===== src/rtl/inst_stream_fetch.sv =====
// ---------------------------------------------------------------------------
// inst_stream_fetch
//
// Command-stream fetcher. It walks a command stream held in an asynchronous-
// read instruction memory. Each header word is decoded and offered downstream
// on a valid/ready handshake. Its argument words are then streamed in beats of
// up to four words. A run starts on `start` and ends at an all-zero header
// (done) or on an address overflow (error).
//
// Ports
//   clk, rst            core clock, synchronous active-high reset
//   start, base_addr    begin a run at word address base_addr (idle only)
//   addr1 / read0       header address and the memory word at that address
//   addr2 / read1..4    argument beat address and mem[addr2..addr2+3]
//   cmd_*               decoded header with valid/ready handshake
//   arg_*               argument beat (MSB-aligned words) with valid/ready
//   busy                high in every state except idle
//   done                one-cycle pulse on reaching end of stream
//   error               sticky overflow flag, cleared by start or rst
// ---------------------------------------------------------------------------
module inst_stream_fetch #(
    parameter int unsigned MEM_DEPTH = 51
) (
    input  logic         clk,
    input  logic         rst,
    input  logic         start,
    input  logic [31:0]  base_addr,
    output logic [31:0]  addr1,
    input  logic [31:0]  read0,
    output logic [31:0]  addr2,
    input  logic [31:0]  read1,
    input  logic [31:0]  read2,
    input  logic [31:0]  read3,
    input  logic [31:0]  read4,
    output logic         cmd_valid,
    input  logic         cmd_ready,
    output logic [7:0]   cmd_op,
    output logic [7:0]   cmd_field,
    output logic         cmd_has_args,
    output logic         arg_valid,
    input  logic         arg_ready,
    output logic [127:0] arg_data,
    output logic [2:0]   arg_cnt,
    output logic         arg_last,
    output logic         busy,
    output logic         done,
    output logic         error
);

    localparam logic [31:0] DEPTH = 32'(MEM_DEPTH);

    typedef enum logic [2:0] {
        S_IDLE,
        S_HDR,
        S_CMD,
        S_ARGS,
        S_DONE
    } state_t;

    state_t      state_q, state_d;
    logic [31:0] addr1_q, addr1_d;
    logic [31:0] addr2_q, addr2_d;
    logic [7:0]  rem_q, rem_d;
    logic [7:0]  op_q, op_d;
    logic [7:0]  field_q, field_d;
    logic        has_args_q, has_args_d;
    logic        error_q, error_d;

    logic [7:0]  hdr_n;
    logic [2:0]  beat_cnt;
    logic        beat_last;
    logic [31:0] read_words [4];

    // Argument count carried by the header; immediates carry no payload.
    assign hdr_n     = read0[31] ? read0[15:8] : 8'd0;
    assign beat_cnt  = (rem_q >= 8'd4) ? 3'd4 : rem_q[2:0];
    assign beat_last = (rem_q <= 8'd4);

    // Argument words are packed MSB-first: read1 lands in bits [127:96].
    assign read_words[0] = read1;
    assign read_words[1] = read2;
    assign read_words[2] = read3;
    assign read_words[3] = read4;

    generate
        for (genvar gi = 0; gi < 4; gi++) begin : g_pack
            assign arg_data[127-32*gi -: 32] = read_words[gi];
        end
    endgenerate

    always_ff @(posedge clk) begin
        if (rst) begin
            state_q    <= S_IDLE;
            addr1_q    <= '0;
            addr2_q    <= '0;
            rem_q      <= '0;
            op_q       <= '0;
            field_q    <= '0;
            has_args_q <= 1'b0;
            error_q    <= 1'b0;
        end else begin
            state_q    <= state_d;
            addr1_q    <= addr1_d;
            addr2_q    <= addr2_d;
            rem_q      <= rem_d;
            op_q       <= op_d;
            field_q    <= field_d;
            has_args_q <= has_args_d;
            error_q    <= error_d;
        end
    end

    always_comb begin
        state_d    = state_q;
        addr1_d    = addr1_q;
        addr2_d    = addr2_q;
        rem_d      = rem_q;
        op_d       = op_q;
        field_d    = field_q;
        has_args_d = has_args_q;
        error_d    = error_q;

        unique case (state_q)
            S_IDLE: begin
                if (start) begin
                    addr1_d = base_addr;
                    error_d = 1'b0;
                    state_d = S_HDR;
                end
            end
            S_HDR: begin
                if (addr1_q >= DEPTH) begin
                    error_d = 1'b1;
                    state_d = S_IDLE;
                end else if (read0 == 32'd0) begin
                    state_d = S_DONE;
                end else if (read0[31] && ((addr1_q + {24'd0, hdr_n}) >= DEPTH)) begin
                    // The payload would run past the end of memory; drop the
                    // command entirely rather than issue a truncated one.
                    error_d = 1'b1;
                    state_d = S_IDLE;
                end else begin
                    op_d       = read0[7:0];
                    field_d    = read0[15:8];
                    has_args_d = read0[31];
                    rem_d      = hdr_n;
                    state_d    = S_CMD;
                end
            end
            S_CMD: begin
                if (cmd_ready) begin
                    if (rem_q != 8'd0) begin
                        addr2_d = addr1_q + 32'd1;
                        state_d = S_ARGS;
                    end else begin
                        addr1_d = addr1_q + 32'd1;
                        state_d = S_HDR;
                    end
                end
            end
            S_ARGS: begin
                if (arg_ready) begin
                    addr2_d = addr2_q + {29'd0, beat_cnt};
                    rem_d   = rem_q - {5'd0, beat_cnt};
                    if (beat_last) begin
                        // The next header follows the final argument word.
                        addr1_d = addr2_q + {29'd0, beat_cnt};
                        state_d = S_HDR;
                    end
                end
            end
            S_DONE: begin
                state_d = S_IDLE;
            end
            default: begin
                state_d = S_IDLE;
            end
        endcase
    end

    assign addr1        = addr1_q;
    assign addr2        = addr2_q;
    assign cmd_valid    = (state_q == S_CMD);
    assign cmd_op       = op_q;
    assign cmd_field    = field_q;
    assign cmd_has_args = has_args_q;
    assign arg_valid    = (state_q == S_ARGS);
    assign arg_cnt      = arg_valid ? beat_cnt : 3'd0;
    assign arg_last     = arg_valid && beat_last;
    assign busy         = (state_q != S_IDLE);
    assign done         = (state_q == S_DONE);
    assign error        = error_q;

endmodule


===== config.mk =====
export PLATFORM = sky130hd
export DESIGN_NAME = inst_stream_fetch
export DESIGN_NICKNAME = d
export VERILOG_FILES = /design/src/rtl/inst_stream_fetch.sv
export SDC_FILE = /design/constraint.sdc
export NUM_CORES = 1
export LEC_CHECK = 0
export CORE_AREA = 2 2 162 164
export DETAILED_ROUTE_END_ITERATION = 8
export DIE_AREA = 0 0 164 166
export GPL_ROUTABILITY_DRIVEN = 0
export PLACE_DENSITY = 0.74
export SLEW_MARGIN = 15
export SYNTH_ARGS = -nofsm -noshare
export SYNTH_HDL_FRONTEND = slang
export SYNTH_SLANG_ARGS = --single-unit

===== constraint.sdc =====
create_clock -name clk -period 5.2 [get_ports clk]
set_clock_uncertainty 0.05 [all_clocks]
set_input_delay 1.3 -clock clk [delete_from_list [all_inputs] [get_ports clk]]
set_output_delay 1.3 -clock clk [all_outputs]
set_load 0.02 [all_outputs]

==> qor.csv <==
stage,metric,value,unit
routing,vias,8205,
critical_path,critPathCaptureType,flop,
sta,timing.final.hold_violations,0,
yosys,synth_area,8087,sq um
critical_path,cp_slowest_cell,clkdlybuf4s50_1,
yosys,yosys.area_share.simple,0.2649,
routing,drt-initial-drc-count,1049,
die,fp.coreArea,25620,sq um
routing,drt_first_pass_iters,9,
clock_tree,cts-root-buf,clkbuf_16,
layout,seq_area,1863,sq um
die,chipWidth,164,um
clock_tree,post_cts_buffers,0,
sta,maxSlewHeadroom,0.3192,
layout,syn_to_final_growth,13.49,%
layout,final_area,9178,sq um
yosys,synth_top_family_by_area,simple AND/OR/NAND/NOR gates,
yosys,synth_edf_count,0,
yosys,synth-warning-count,0,
layout,multi_input_area,4832,sq um
grt,antenna_found_initial,0,
grt,gr-max-usage-layer,met2,
grt,grtUsageMet1,0.2493,
grt,grt_overflow,0,
place,placed_area,8890,sq um
yosys,avgSynthCellArea,7.050,sq um
grt,track_usage,0.1876,
place,dp_cells,1443,
power_and_ir_drop,power.density,243.4,nW/um^2
critical_path,worst_path_largest_cell_delay,0.54,ns
clock_tree,h-tree-depth,3,
job,maxCapViolations,0,
power_and_ir_drop,power.leakage,3.134,nW
clock_tree,cts_made_buffers,9,
clock_tree,clk_path_buf_depth,2,
sta,setup_viol,0,
die,ios,415,
die,die_h,166,um
yosys,muxShareOfSynthArea,0.01006,
routing,wirelength,26740,um
sta,post-route-period-util,0.9374,
critical_path,critPathArrivalTime,5.01,ns
yosys,synth_xor_area_frac,0.07365,
critical_path,crit_path_start_kind,primary input,
clock_tree,post_cts_resize_count,0,
grt,grt_util_met2,0.2899,
yosys,synth-seq-cells,93,
place,portBuffers,158,
layout,nets,1331,
critical_path,crit_top_cell,o211ai_2,
layout,diodes,0,
clock_tree,cts.sinks,93,
die,die-area,27220,sq um
critical_path,crit_fanout,18,
grt,grt_pass1_wl,41260,um
grt,use_met3,0.04271,
power_and_ir_drop,irDropWorstVdd,0.1301,mV
sta,slew_viol_final,0,
critical_path,cp_num_buf_inv,2,
yosys,async_flop_share,0,
clock_tree,clk_pin_slew,0.07,ns
clock_tree,clk_latency,0.35,ns
sta,tightest_slew,1.021,ns
layout,fin_cells,1459,
layout,fill_cells,2625,
yosys,synthCells,1147,
die,initial_core_util,0.3157,
sta,grt_setup_unrepaired,no,
sta,fin_crit,4.874,ns
routing,wl_per_cell,18.33,um
grt,grt_max_degree,75,
sta,final.setup.tns,0,ns
clock_tree,cts_hold_buffers,0,
clock_tree,cts_tree,done,
die,num_rows,59,
grt,grt_pass1_vias,7546,
yosys,synth_fa_ha_area_frac,0.02507,
routing,vias_per_cell,5.624,
min_path,hold_class,flop to flop,
critical_path,cp_data_required_time,5.33,ns
routing,antenna_left,0,
critical_path,cp_top_family,compound AO/OA/AOI/OAI gates,
layout,drive_above_1_share,0.05427,
yosys,syn-num-nets,1359,
yosys,synth-compound-area-share,0.2222,
critical_path,crit_chain,"clkdlybuf4s50_1, and2_1, ha_1, fa_1, a211oi_2, o211ai_2, and4bb_1, xnor2_1, o211ai_2, a2111oi_4, nand4_2, buf_4, nand3_1, a21oi_1",
critical_path,path_class,primary input to flop,
yosys,ys_seq_area_frac,0.2302,
yosys,ys.flop_type,dfxtp_1,
place,dp_hpwl,20050,um
routing,drc,0,
sta,fmax,205.2,MHz
status,status,"finished, final reports clean",
yosys,synth_cell_type_count,68,
[cell usage after synthesis, types with 7 or more instances]
cell type | count | area, sq um
dfxtp_1 | 93 | 1862
and4_1 | 8 | 70.07
nand4_1 | 22 | 137.6
and2_1 | 14 | 87.58
nand2b_1 | 13 | 81.33
nand3_1 | 44 | 220.2
xnor2_1 | 32 | 280.3
inv_1 | 15 | 56.30
xor2_1 | 36 | 315.3
a211oi_1 | 28 | 210.2
buf_2 | 23 | 115.1
ha_1 | 13 | 162.7
o21ai_0 | 67 | 335.3
a21oi_1 | 104 | 520.5
a22oi_1 | 12 | 90.09
nand2_1 | 111 | 416.7
clkbuf_1 | 53 | 198.9
buf_4 | 135 | 1013
mux2i_1 | 7 | 70.07
nor2_1 | 144 | 540.5
nor4_1 | 22 | 137.6
and3_1 | 8 | 50.05
a311oi_1 | 10 | 87.58
o211ai_1 | 24 | 180.2
nor3_1 | 26 | 130.1
[routing by layer]
| metal | wire length [um] | vias up |
|---|---|---|
| met5 | 0 | - |
| met4 | 951 | 0 |
| met3 | 2356 | 85 |
| met2 | 12180 | 471 |
| met1 | 11260 | 3798 |
| li1 | - | 3851 |
[state kept, by name, indices dropped and copies added (netlist names)]
register and count:
state_q 3, error 1, rem_q 8, cmd_op 8, cmd_has_args 1, addr2 32
addr1 32, cmd_field 8
[worst paths after layout]
kind / start / end / slack, ns / depth (start not counted)
max: read0[31] / cmd_op[6]$_SDFFE_PP0P_ / 0.33 / 14
min: cmd_field[4]$_SDFFE_PP0P_ / cmd_field[4]$_SDFFE_PP0P_ / 0.42 / 2
min reg2reg: cmd_field[4]$_SDFFE_PP0P_ / cmd_field[4]$_SDFFE_PP0P_ / 0.42 / 2
max reg2reg: rem_q[3]$_SDFFE_PP0P_ / addr1[30]$_SDFFE_PP0P_ / 0.56 / 16
[kinds of logic after synthesis]
kind of cell    after synthesis
compound gates              286
xor+xnor                     68
fa+ha+maj                    15
buf+inv                     231
flops                        93
mux                           8
other cells                   1
simple gates                445
[cell type report]
cell class | instances | area share
clock buffers | 12 | 0.02795
clock inverters | 4 | 0.003408
inverters | 15 | 0.006135
multi-input cells | 823 | 0.5265
flip-flops and latches | 93 | 0.2030
well taps | 335 | 0.04567
repair buffers | 177 | 0.1873
[layout by cell type (no fill, tap or decap), drive strengths merged, types with 7 or more instances in the layout]
master / netlist / final
and3: 9 / 9
nand2b: 13 / 13
buf: 163 / 20
and2: 14 / 14
a211oi: 29 / 29
o211ai: 26 / 26
clkbuf: 53 / 12
nand2: 111 / 111
a21oi: 105 / 105
nor3: 28 / 28
clkdlybuf4s50: 0 / 157
nor4: 24 / 24
nor2: 147 / 147
o21ai: 68 / 68
inv: 15 / 16
xor2: 36 / 36
nand4: 24 / 24
and4: 8 / 8
a22oi: 12 / 12
mux2i: 7 / 7
a311oi: 11 / 11
ha: 13 / 13
dfxtp: 93 / 93
nand3: 44 / 44
xnor2: 32 / 32
[power by group]
group          total [mW]  switching, mW  internal (mW)
Combinational       0.689          0.393          0.296
Sequential          0.887          0.129          0.758
Clock               0.658          0.305          0.353
Total                2.23          0.827           1.41
[worst register-to-register path: cells and delay by family, from the launching register on]
kind,cells,cell delay (ns)
adder cells (fa/ha/maj),2,0.57
flip-flops,1,0.38
XOR/XNOR,1,0.22
AND/OR/NAND/NOR,8,2.29
buffers and inverters,2,0.26
AO/OA/AOI/OAI,3,0.79
[metrics by stage]
step / setup WS (ns) / power (mW) / utilization / hold WS [ns]
detailed placement: 0.02774 / 1.576 / 0.3470 / 0.4098
CTS: 0.4109 / 2.228 / 0.3583 / 0.4199
finish: 0.3257 / 2.234 / 0.3583 / 0.4212
floorplan: 0.8678 / 1.451 / - / 0.3976
global placement: 0.1614 / 1.565 / 0.3470 / 0.4058
global route: 0.03821 / 2.327 / 0.3583 / 0.4536
Note: power is estimated with default switching activity, not from simulation.
